### config.mk
export PLATFORM = sky130hd
export DESIGN_NAME = univ_shift_reg
export DESIGN_NICKNAME = d
export VERILOG_FILES = /design/src/rtl/univ_shift_reg_pkg.sv /design/src/rtl/univ_shift_reg_core.sv /design/src/rtl/univ_shift_reg.sv
export SDC_FILE = /design/constraint.sdc
export NUM_CORES = 1
export LEC_CHECK = 0
export CAP_MARGIN = 5
export CORE_ASPECT_RATIO = 0.6
export CORE_MARGIN = 1
export CORE_UTILIZATION = 30
export CTS_BUF_LIST = sky130_fd_sc_hd__clkbuf_16
export DETAILED_ROUTE_END_ITERATION = 7
export GPL_TIMING_DRIVEN = 0
export PLACE_DENSITY = 0.55
export SETUP_SLACK_MARGIN = 0.2
export SYNTH_ARGS = -nofsm -noshare
export SYNTH_HDL_FRONTEND = slang
export SYNTH_SLANG_ARGS = --single-unit
### constraint.sdc
create_clock -name clk -period 2.75 [get_ports clk]
set_input_delay 0.4125 -clock clk [delete_from_list [all_inputs] [get_ports clk]]
set_output_delay 0.4125 -clock clk [all_outputs]
set_load 0.02 [all_outputs]
### src/rtl/univ_shift_reg_pkg.sv
// Shared types for the universal shift register: mode codes, FSM states, shift-mode classifier.
// UNIV_SHIFT_REG_ASR_EN makes code 7 an arithmetic shift right that is also legal in bursts.
package univ_shift_reg_pkg;

    localparam int MODE_W = 3;

    typedef enum logic [MODE_W-1:0] {
        MODE_HOLD = 3'd0,
        MODE_LOAD = 3'd1,
        MODE_SHL  = 3'd2,
        MODE_SHR  = 3'd3,
        MODE_ROL  = 3'd4,
        MODE_ROR  = 3'd5,
        MODE_CLR  = 3'd6
    } mode_e;

    localparam logic [MODE_W-1:0] MODE_ASR = 3'd7;

    typedef enum logic [1:0] {
        ST_IDLE = 2'd0,
        ST_BUSY = 2'd1,
        ST_DONE = 2'd2
    } state_e;

    // Only these codes may drive a burst; everything else finishes immediately.
    function automatic logic is_shift(input logic [MODE_W-1:0] m);
        case (m)
            MODE_SHL, MODE_SHR, MODE_ROL, MODE_ROR: return 1'b1;
`ifdef UNIV_SHIFT_REG_ASR_EN
            MODE_ASR: return 1'b1;
`endif
            default: return 1'b0;
        endcase
    endfunction

endpackage

### src/rtl/univ_shift_reg_core.sv
// Combinational next-value / serial-out datapath for one register operation.
// UNIV_SHIFT_REG_ASR_EN adds the arithmetic shift right on code 7; otherwise code 7 holds.
module univ_shift_reg_core
    import univ_shift_reg_pkg::*;
#(
    parameter int WIDTH = 8
) (
    input  logic [MODE_W-1:0] mode_i,
    input  logic [WIDTH-1:0]  out_i,
    input  logic [WIDTH-1:0]  in_i,
    input  logic              sin_i,
    output logic [WIDTH-1:0]  nxt_o,
    output logic              sout_o,
    output logic              sout_upd_o
);

    always_comb begin
        nxt_o      = out_i;
        sout_o     = 1'b0;
        sout_upd_o = 1'b0;
        case (mode_i)
            MODE_LOAD: nxt_o = in_i;
            MODE_CLR:  nxt_o = '0;
            MODE_SHL: begin
                nxt_o      = {out_i[WIDTH-2:0], sin_i};
                sout_o     = out_i[WIDTH-1];
                sout_upd_o = 1'b1;
            end
            MODE_SHR: begin
                nxt_o      = {sin_i, out_i[WIDTH-1:1]};
                sout_o     = out_i[0];
                sout_upd_o = 1'b1;
            end
            MODE_ROL: begin
                nxt_o      = {out_i[WIDTH-2:0], out_i[WIDTH-1]};
                sout_o     = out_i[WIDTH-1];
                sout_upd_o = 1'b1;
            end
            MODE_ROR: begin
                nxt_o      = {out_i[0], out_i[WIDTH-1:1]};
                sout_o     = out_i[0];
                sout_upd_o = 1'b1;
            end
`ifdef UNIV_SHIFT_REG_ASR_EN
            MODE_ASR: begin
                nxt_o      = {out_i[WIDTH-1], out_i[WIDTH-1:1]};
                sout_o     = out_i[0];
                sout_upd_o = 1'b1;
            end
`endif
            default: ;
        endcase
    end

endmodule

### src/rtl/univ_shift_reg.sv
// Universal shift register with a counted burst engine (IDLE -> BUSY -> DONE).
// Define UNIV_SHIFT_REG_ASR_EN to enable arithmetic shift right on mode code 7.
module univ_shift_reg
    import univ_shift_reg_pkg::*;
#(
    parameter int WIDTH = 8,
    parameter int CNT_W = $clog2(WIDTH + 1)
) (
    input  logic              clk,
    input  logic              rst,
    input  logic [MODE_W-1:0] mode,
    input  logic [WIDTH-1:0]  in,
    input  logic              sin,
    input  logic              start,
    input  logic [CNT_W-1:0]  count,
    output logic [WIDTH-1:0]  out,
    output logic              sout,
    output logic              busy,
    output logic              done
);

    localparam logic [CNT_W-1:0] WIDTH_C = CNT_W'(WIDTH);
    localparam logic [CNT_W-1:0] ONE_C   = CNT_W'(1);

    state_e              state_q, state_d;
    logic [WIDTH-1:0]    out_q;
    logic                sout_q;
    logic [CNT_W-1:0]    cnt_q, cnt_d;
    logic [MODE_W-1:0]   mode_q, mode_d;
    logic [MODE_W-1:0]   core_mode;
    logic [CNT_W-1:0]    burst_len;
    logic [WIDTH-1:0]    core_nxt;
    logic                core_sout;
    logic                core_sout_upd;

    assign burst_len = (count > WIDTH_C) ? WIDTH_C : count;

    // cnt_q holds the shifts still owed after the current BUSY cycle; the start
    // edge already performed the first one, so BUSY lasts exactly burst_len cycles.
    always_comb begin
        state_d   = state_q;
        cnt_d     = cnt_q;
        mode_d    = mode_q;
        core_mode = MODE_HOLD;
        case (state_q)
            ST_IDLE: begin
                if (start) begin
                    if (is_shift(mode) && (count != '0)) begin
                        core_mode = mode;
                        mode_d    = mode;
                        cnt_d     = burst_len - ONE_C;
                        state_d   = ST_BUSY;
                    end else begin
                        state_d = ST_DONE;
                    end
                end else begin
                    core_mode = mode;
                end
            end
            ST_BUSY: begin
                if (cnt_q != '0) begin
                    core_mode = mode_q;
                    cnt_d     = cnt_q - ONE_C;
                end else begin
                    state_d = ST_DONE;
                end
            end
            ST_DONE: state_d = ST_IDLE;
            default: state_d = ST_IDLE;
        endcase
    end

    univ_shift_reg_core #(
        .WIDTH (WIDTH)
    ) u_core (
        .mode_i     (core_mode),
        .out_i      (out_q),
        .in_i       (in),
        .sin_i      (sin),
        .nxt_o      (core_nxt),
        .sout_o     (core_sout),
        .sout_upd_o (core_sout_upd)
    );

    always_ff @(posedge clk or negedge rst) begin
        if (!rst) begin
            state_q <= ST_IDLE;
            out_q   <= '0;
            sout_q  <= 1'b0;
            cnt_q   <= '0;
            mode_q  <= MODE_HOLD;
        end else begin
            state_q <= state_d;
            out_q   <= core_nxt;
            cnt_q   <= cnt_d;
            mode_q  <= mode_d;
            if (core_sout_upd) begin
                sout_q <= core_sout;
            end
        end
    end

    assign out  = out_q;
    assign sout = sout_q;
    assign busy = (state_q == ST_BUSY);
    assign done = (state_q == ST_DONE);

endmodule

==> key figures <==
Timing
  – Final worst path period need: approximately 2.4 ns
  – Worst-Margin Slew: 0.8071 ns
  – Relative slew slack: 0.4603
  – Hold_ws: 0.4987 ns
  – Setup Skew: between 0.002 and 0.003 ns
  – RSZ-0062 raised after global routing: false
  – Highest clock rate: approximately 0.42 GHz
  – Final WS setup: 0.3574 ns
  – Final hold violation count: 0
  – Period utilization: 0.8700
  – Setup-failing EPs final: 0
  – Max Slew Vio Count: 0
  – Setup TNS: 0 ns

Placed design
  – DP Wirelength: 2231 um
  – Pre-CTS setup slack: 0.01459 ns
  – GPL Wtd Cong: between 0.8 and 0.9
  – Port Buf Inserts: 29

Setup path
  – Worst Path Required: between 2 and 3 ns
  – Startpoint types: input port
  – Ordered list of cells on the worst path: clkdlybuf4s50_1, nor4_4, o21ai_2, a32oi_2, buf_6, nor2_1, a21o_1, a221o_1
  – CP bufs+invs: 2
  – Worst Setup End Kind: flop
  – Delay-heaviest family, CP: compound AO/OA/AOI/OAI gates
  – Arr. time, crit path: about 2.5 ns
  – Slowest cell on crit path: clkdlybuf4s50_1
  – CP Max Fanout: 10
  – Critical path class: in2reg
  – Crit-path max cell delay: between 0.5 and 0.6 ns

Synthesis
  – Post-synth net total: 136
  – Yosys cell types: 33
  – Avg Cell Area, Syn: 9.934 um^2
  – #FFs+latches synth: 18
  – Largest area contributor in the netlist: dfrtp_1
  – Synth top area share: 0.3909
  – Mapped cell area: between 1000 and 1500 um^2
  – Number of synthesized flops with an enable pin: 0
  – Sequential-to-total area share from yosys stat: 0.3909
  – Cells after Synth: ~120
  – Synth area leaders: dfrtp_1, mux2i_1, a21oi_1, mux2_2, nor2_1
  – Asr flop ratio synth: 1.000
  – Main synth FF type: dfrtp_1
  – Syn. warnings: 0

Clocking
  – Clk sink count: 18
  – Skew-Pair Late Insertion Delay: about 0.25 ns
  – Worst-path clk slew: 0.05 ns
  – TritonCTS clock tree: done
  – Clock root buffer: clkbuf_16
  – CTS Buffer Depth: 2
  – Hold buffer count at CTS: 0
  – Total CTS buffers: 3
  – H-tree Lvls: 1

Detailed routing
  – Drc violations: 0
  – Vias per cell: around 5.2
  – Routed len/inst: 14.19 um
  – Routed vias: roughly 1000
  – Routed Antenna Nets: 0
  – Initial DRT Pass Iterations: 4
  – DR iter-0 viols: 36
  – Final WL: about 2800 um

Final layout
  – Synthesis-to-finish area growth: 38.33%
  – Share of cells above drive strength 1: 0.1208
  – # nets final: 170
  – Antenna diodes: 0
  – Final core utilization: 0.4332

Die
  – Die area: just over 4000 um^2
  – Rows: 17
  – Area of the core: between 3000 and 4000 um^2
  – Die extent in x: approximately 80 um
  – Die Y: about 50 um
  – Initial Utilization: 0.3132
  – I/O Pins: 30

Power
  – Pwr/cell area: 1221 nW/um^2
  – Peak supply drop: 0.0003631 V
  – Leak: ~0.71 nW

Worst hold path
  – HP Class: reg2reg

GRT
  – First-pass GRT wire length: between 4000 and 5000 um
  – GR Overflow Total: 0
  – Largest net degree at the start of global routing: 19
  – Initial antenna violation count: 0
  – Total global-route track usage: 0.1492
  – Vias in the first global route: about 970

Flow run
  – Max-cap violations: 0

Outcome
  – Status: finished clean
-- where the power goes --
group	internal, mW	total [mW]	switching, mW
combinational	0.534	1.14	0.606
sequential	0.386	0.516	0.130
clock	0.193	0.290	0.0969
total	1.11	1.95	0.834
-- worst register-to-register path: cells and delay by family (launching register included) --
family | cells | cell delay [ns]
and+or+nand+nor | 3 | 0.78
AOI/OAI and AO/OA | 3 | 0.70
DFF | 1 | 0.41
buffers and inverters | 1 | 0.18
-- synthesized netlist by cell type, drive strengths merged (2+ instances only) --
cell type,n
a211o,5
a21oi,15
a221o,2
a31oi,2
a32oi,4
and3,7
buf,3
dfrtp,18
inv,2
mux2,6
mux2i,9
nand2,4
nand2b,3
nand3,2
nor2,13
nor2b,2
nor3b,2
nor4,2
o21ai,6
xnor2,2
-- final timing paths --
check | slack (ns) | from | end | cells past startpoint
max in group asynchronous | 1.61 | rst | state_q[0] | 1
min | 0.50 | state_q[1] | state_q[1] | 1
max reg2reg | 0.56 | state_q[1] | out[3] | 7
min reg2reg | 0.50 | state_q[1] | state_q[1] | 1
min in group asynchronous | 0.64 | rst | out[3] | 1
max | 0.36 | count[3] | out[3] | 8
-- area by class of cell --
type | instances | area [um^2]
buffer | 3 | 27.53
clock inverter | 1 | 3.754
sequential | 18 | 450.4
tap | 47 | 58.81
timing repair buffer | 29 | 290.3
multi-input combinational | 92 | 676.9
clock buffer | 3 | 75.07
fill | 357 | 2086
inverter | 3 | 11.26
-- cell usage in the layout, fill, tap and decap left out, types with 3 or more instances in the layout --
| cell | n |
|---|---|
| nor2_1 | 12 |
| mux2i_1 | 9 |
| mux2_2 | 4 |
| nand2_1 | 4 |
| o21ai_0 | 3 |
| a32oi_2 | 3 |
| clkbuf_16 | 3 |
| and3_1 | 7 |
| a211o_1 | 5 |
| dfrtp_1 | 18 |
| nand2b_1 | 3 |
| a21oi_1 | 15 |
| clkdlybuf4s50_1 | 29 |
-- registers in the layout (all words and copies together) (netlist names) --
| name | cells |
|---|---|
| sout | 1 |
| mode_q | 3 |
| out | 8 |
| state_q | 2 |
| cnt_q | 4 |
-- metrics by stage --
step	total power, mW	cells	instance area [um^2]
floorplan	1.284	116	1152
global placement	1.621	192	1501
detailed placement	1.636	192	1501
CTS	1.933	196	1580
global route	2.107	196	1594
finish	1.947	196	1594
-- per-layer routing --
layer	vias to the layer above	GRT usage	wire length (um)
met1	482	0.2401	1497
met3	2	0.02963	134
met5	-	0	0
met2	27	0.1956	1126
met4	0	0.03509	23
li1	505	-	-
-- what timing repair did --
action,4_1_cts,5_1_grt
buffers inserted,0,0
setup endpoints to repair,0,6
resized for setup,0,4
-- logic make-up after synthesis --
family,count (synthesis),share of synthesized area
AOI/OAI and AO/OA,37,0.2269
adders and majority gates,1,0.01086
xor gates and xnor gates,2,0.01520
and+or+nand+nor,37,0.1911
DFF,18,0.3909
buffers and inverters,6,0.02823
muxes,15,0.1368
Power figures use the tool's default switching activity.
==> RTL edit 1 (config.mk and constraints unchanged) <==
`WIDTH` is set to 8 in 2 places; all go to 4.
--- a/src/rtl/univ_shift_reg_core.sv
+++ b/src/rtl/univ_shift_reg_core.sv
@@ -3,7 +3,7 @@
 module univ_shift_reg_core
     import univ_shift_reg_pkg::*;
 #(
-    parameter int WIDTH = 8
+    parameter int WIDTH = 4
 ) (
     input  logic [MODE_W-1:0] mode_i,
     input  logic [WIDTH-1:0]  out_i,
--- a/src/rtl/univ_shift_reg.sv
+++ b/src/rtl/univ_shift_reg.sv
@@ -3,7 +3,7 @@
 module univ_shift_reg
     import univ_shift_reg_pkg::*;
 #(
-    parameter int WIDTH = 8,
+    parameter int WIDTH = 4,
     parameter int CNT_W = $clog2(WIDTH + 1)
 ) (
     input  logic              clk,
Ports: changed (resized count, in and out); port bits go from 30 to 21. No check against the original RTL was run, so the function may have changed too.
==> RTL edit 1 against the original RTL <==
- sequential cell count decreased by 5
- area after synthesis decreased by 13%
- clock skew decreased by 0.00068 ns
- largest power group unchanged
- cell count decreased by 16%
- design area decreased by 16%
- global-route usage increased by 0.33 points
- via count decreased by 18%
- setup slack improved by 0.14 ns
- wire length decreased by 15%
- power decreased by 19%
==> RTL edit 1: results (changes against the original RTL) <==
[pwr]
total_power_uw=1580  ; -19%
p_comb_uw=916  ; -20%
power.share.switching=0.422  ; -0.00619
vdd_drop_max_v=0.000399  ; +9.9%
p_seq_frac=0.244  ; -0.021
leakage_uw=0.000510  ; -28%

[setup_path]
slowest_stage=clkdlybuf4s50_1
max_stage_delay_ns=0.55  ; +0.02 ns
crit_family=compound AO/OA/AOI/OAI gates
reg2reg_depth=5  ; -2
cp_data_arrival_time_ns=2.38  ; -0.13 ns
cp_max_fo=6  ; -4

[synth]
synthMuxAreaShare=0.0662  ; -0.0706
synth_warnings=0  ; unchanged
synth_fa_ha_area_frac=0.0125  ; +0.00163
synth_area_leaders=dfrtp_1 (32%), a21oi_1 (4.5%), mux2_2 (3.4%), nor3b_1 (3.0%), a32oi_4 (2.7%)
synth.top_cells.by_count=dfrtp_1 (13), a21oi_1 (9), nand2_1 (5), nor2_1 (5)
yosysSeqAreaShare=0.325  ; -0.0663
ys_types=48  ; +45%
synthesis.nets=114  ; -16%
syn_area_per_cell_um2=10.1  ; +1.9%
synth_async_sr_flop_share=1.00  ; unchanged
synth_xor_area_frac=0.00874  ; -0.00646
synth_compound_area_frac=0.302  ; +0.0752

[timing]
hold_viol_final=0  ; unchanged
finClkSkew_ns=0.00190  ; -0.000678 ns
max_slew_margin=0.571  ; +0.110

[grt]
grt_pass1_wl_um=4020  ; -14%
antenna_found_initial=0  ; unchanged
grt_max_degree=14  ; -5
grt_pass1_vias=797  ; -18%
grt_usage=0.152  ; +0.00325

[placement]
hpwlAfterDp_um=1840  ; -18%
gp_congestion=0.760  ; -8.3%
portBuffers=20  ; -31%
dpl.cell_count=161  ; -16%
dp_slack_ns=0.277  ; +0.262 ns

[clocking]
clk_latency_ns=0.24
postCtsSetupBuffers=0  ; unchanged
clk_pin_slew_ns=0.05  ; about the same
h-tree-depth=1  ; unchanged
cts_buffer_depth=2  ; unchanged
cts_buffers=3  ; unchanged
cts-root-buf=clkbuf_16
cts-resized-gates=0  ; unchanged

[drt]
drt_iter0_markers=38  ; +5.6%
vias=834  ; -18%
drt_first_pass_iters=4  ; unchanged
wl_per_cell_um=14.3  ; +0.56%

[hold_path]
hold_path.class=reg2reg
holdPathStages=2  ; +1

[cells_and_area]
layout-drive-gt1-share=0.220  ; +0.0987
final-instance-count-excl-fill=165  ; -16%
nNetsFinal=139  ; -18%
n_antenna_cell=0  ; unchanged
largest_reg_flops=4  ; -4

[outcome]
outcome=finished clean

## RTL edit 1: cell count changes after synthesis, sizes merged, moves of 5 or more
cell,delta
nor2,-7
mux2i,-7
a211o,-5
dfrtp,-5
## RTL edit 1: worst paths after layout
check                                   endpoint  slack, ns                  start
max in group asynchronous   cnt_q[1]$_DFFE_PN0P_       1.77                    rst
min                        mode_q[1]$_DFFE_PN0P_       0.50  mode_q[1]$_DFFE_PN0P_
max                           out[0]$_DFFE_PN0P_       0.50                mode[1]
min in group asynchronous     out[1]$_DFFE_PN0P_       0.57                    rst
min reg2reg                mode_q[1]$_DFFE_PN0P_       0.50  mode_q[1]$_DFFE_PN0P_
max reg2reg                   out[0]$_DFFE_PN0P_       0.65   cnt_q[1]$_DFFE_PN0P_
## RTL edit 1: cell families after synthesis
| group | Yosys count |
|---|---|
| and+or+nand+nor | 41 |
| adders and majority gates | 1 |
| buffers and inverters | 5 |
| AOI/OAI and AO/OA | 33 |
| muxes | 5 |
| DFF | 13 |
| xor gates and xnor gates | 1 |
## RTL edit 1: area by class of cell
type                            instances  area, um^2
Fill cell                             274        1690
Tap cell                               42        52.6
Timing Repair Buffer                   20         200
Inverter                                4        15.0
Multi-Input combinational cell         81         651
Clock inverter                          1        3.75
Buffer                                  1        11.3
Sequential cell                        13         325
Clock buffer                            3        75.1
## RTL edit 1: per-stage QoR
stage               hold slack [ns]  cell area (um^2)
floorplan                     0.117              1000
global placement              0.491              1250
detailed placement            0.492              1250
CTS                           0.503              1330
global route                  0.568              1330
finish                        0.496              1330
## RTL edit 1: routing by layer
metal,share of wire,wire length [um],vias up,GRT usage
met2,0.38,906,16,0.205
met4,0.0081,19,0,0.0577
met1,0.56,1330,388,0.229
met3,0.043,102,2,0.0408
met5,0,0,-,0
li1,-,-,428,-
==> RTL edit 2 (same settings) <==
Made on the original files. Add an input register stage for `mode`, `in`, `sin`, `start` and `count`, without a reset; this delays them by one clock. Comments in the files are not updated.
--- a/src/rtl/univ_shift_reg.sv
+++ b/src/rtl/univ_shift_reg.sv
@@ -22,6 +22,20 @@
     localparam logic [CNT_W-1:0] WIDTH_C = CNT_W'(WIDTH);
     localparam logic [CNT_W-1:0] ONE_C   = CNT_W'(1);
 
+    logic [MODE_W-1:0] mode_r;
+    logic [WIDTH-1:0] in_q;
+    logic sin_q;
+    logic start_q;
+    logic [CNT_W-1:0] count_q;
+
+    always_ff @(posedge clk) begin
+        mode_r  <= mode;
+        in_q    <= in;
+        sin_q   <= sin;
+        start_q <= start;
+        count_q <= count;
+    end
+
     state_e              state_q, state_d;
     logic [WIDTH-1:0]    out_q;
     logic                sout_q;
@@ -33,7 +47,7 @@
     logic                core_sout;
     logic                core_sout_upd;
 
-    assign burst_len = (count > WIDTH_C) ? WIDTH_C : count;
+    assign burst_len = (count_q > WIDTH_C) ? WIDTH_C : count_q;
 
     // cnt_q holds the shifts still owed after the current BUSY cycle; the start
     // edge already performed the first one, so BUSY lasts exactly burst_len cycles.
@@ -44,17 +58,17 @@
         core_mode = MODE_HOLD;
         case (state_q)
             ST_IDLE: begin
-                if (start) begin
-                    if (is_shift(mode) && (count != '0)) begin
-                        core_mode = mode;
-                        mode_d    = mode;
+                if (start_q) begin
+                    if (is_shift(mode_r) && (count_q != '0)) begin
+                        core_mode = mode_r;
+                        mode_d    = mode_r;
                         cnt_d     = burst_len - ONE_C;
                         state_d   = ST_BUSY;
                     end else begin
                         state_d = ST_DONE;
                     end
                 end else begin
-                    core_mode = mode;
+                    core_mode = mode_r;
                 end
             end
             ST_BUSY: begin
@@ -75,8 +89,8 @@
     ) u_core (
         .mode_i     (core_mode),
         .out_i      (out_q),
-        .in_i       (in),
-        .sin_i      (sin),
+        .in_i       (in_q),
+        .sin_i      (sin_q),
         .nxt_o      (core_nxt),
         .sout_o     (core_sout),
         .sout_upd_o (core_sout_upd)
Check against the original RTL: not equivalent (Yosys sat finds a counterexample within 4 cycles, from zero or initial values and one cycle with rst low).
==> RTL edit 2 against the original RTL <==
- critical path depth is 5 lower
- sequential cell count is 17 higher
- wire length is 21% higher
- combinational power hardly changed
- setup slack better by 0.048 ns
- register-to-register slack better by 0.09 ns
- design area is 28% higher
- sequential share of layout area is 11 points higher
- area after synthesis is 33% higher
- power is 27% higher
- highest routed layer unchanged
==> RTL edit 2: results (changes against the original RTL) <==
[outcome]
outcome=finished clean

[clocking]
clk_latency_ns=0.27  ; +0.02 ns
cts-root-buf=clkbuf_16
h-tree-depth=2  ; +1
postCtsSetupBuffers=0  ; unchanged
cts-resized-gates=0  ; unchanged
cts_buffers=5  ; +2

[drt]
drt_iter0_markers=60  ; +67%
wl_met3_um=215  ; +60%
met1_length_um=1730  ; +15%
wl_per_cell_um=14.0  ; -1.0%
wl_met2_um=1390  ; +23%
vias=1186  ; +17%

[hold_path]
hold_end=out[5]$_DFFE_PN0P_
hold_start=in_q[5]$_DFF_P_

[setup_path]
max_stage_delay_ns=0.64  ; +0.11 ns
reg2reg_depth=9  ; +2
cp_data_arrival_time_ns=1.93  ; -0.58 ns
critPathLaunch=state_q[1]$_DFFE_PN0P_
reg2reg_to=cnt_q[2]$_DFFE_PN0P_
crit_family=buffers and inverters
r2r_slack_ns=0.65  ; +0.09 ns
start_kind=flop
cp_max_fo=7  ; -3

[synth]
yosysSeqAreaShare=0.516  ; +0.125
synth_area_leaders=dfrtp_1 (29%), dfxtp_1 (22%), a21oi_1 (4.2%), nand2_1 (4.2%), a221o_1 (3.3%)
ys.flop_type=dfrtp_1
syn-instance-count=139  ; +20%
ys_types=38  ; +15%
synthesis.nets=159  ; +17%
synth_async_sr_flop_share=0.514  ; -0.486
synth.top_cells.by_count=dfrtp_1 (18), dfxtp_1 (17), nand2_1 (17), a21oi_1 (13), nor2_1 (11)

[cells_and_area]
fill_cells=434  ; +22%
nNetsFinal=195  ; +15%
layout-drive-gt1-share=0.142  ; +0.0212
multiInputGateArea_um2=708  ; +4.6%

[timing]
finClkSkew_ns=0.00541  ; +0.00283 ns
hold_slack_ns=0.463  ; -0.0357 ns
worst_pin_slew_ns=0.866  ; +0.0592 ns

[grt]
grt_usage=0.139  ; -0.0104
grt_pass1_vias=1121  ; +16%
grt_pass1_wl_um=5590  ; +20%

[pwr]
switchingPower_uw=964  ; +16%
leakage_uw=0.000813  ; +15%
vdd_drop_max_v=0.000365  ; +0.40%
clock_power_uw=518  ; +79%

[placement]
gp_congestion=0.786  ; -5.1%
hpwlAfterDp_um=2550  ; +14%
placed_cell_area_um2=1900  ; +27%
portBuffers=29  ; unchanged

## RTL edit 2: cell types whose count changed in the layout (fill, tap and decap cells not counted), moves of 3 or more
cell	before	now
a221o_1	2	5
and3_1	7	0
nor3_1	1	4
a211o_1	5	0
nand2_1	4	17
a32oi_2	3	0
dfxtp_1	0	17
mux2i_1	9	0
inv_1	2	8
## RTL edit 2: per-stage QoR
| stage | total power [uW] | instances | worst slack [ns] |
|---|---|---|---|
| floorplan | 1600 | 139 | 0.871 |
| global placement | 1920 | 231 | 0.686 |
| detailed placement | 1950 | 231 | 0.660 |
| CTS | 2480 | 239 | 0.391 |
| global route | 2630 | 239 | 0.324 |
| finish | 2460 | 239 | 0.406 |
## RTL edit 2: how the worst max path moves through the flow
stage,depth (start not counted),slack (ns),endpoint
6_report,3,0.41,busy
3_5_place_dp,9,0.66,cnt_q[2]$_DFFE_PN0P_
5_1_grt,3,0.32,busy
2_1_floorplan,6,0.87,out[7]$_DFFE_PN0P_
3_3_place_gp,3,0.69,busy
4_1_cts,3,0.39,busy
## RTL edit 2: area by class of cell
cell class              instances  area share
flip-flops and latches         35       0.388
multi-input cells              97       0.347
repair buffers                 29       0.142
clock buffers                   5      0.0613
well taps                      63      0.0387
inverters                       6      0.0110
clock inverters                 3     0.00613
plain buffers                   1     0.00552
## RTL edit 2: cells by family after synthesis
kind of cell             Yosys count  share of synthesized area
AO/OA/AOI/OAI                     42                      0.233
XOR/XNOR                           2                     0.0237
adder cells (fa/ha/maj)            1                    0.00816
buffers and inverters              7                     0.0220
flip-flops                        35                      0.516
multiplexers                       3                     0.0220
AND/OR/NAND/NOR                   49                      0.175
## RTL edit 2: layer usage
metal / vias to the layer above / global-route usage
met5: - / 0
li1: 590 / -
met4: 0 / 0.0615
met3: 2 / 0.0427
met2: 35 / 0.177
met1: 559 / 0.210
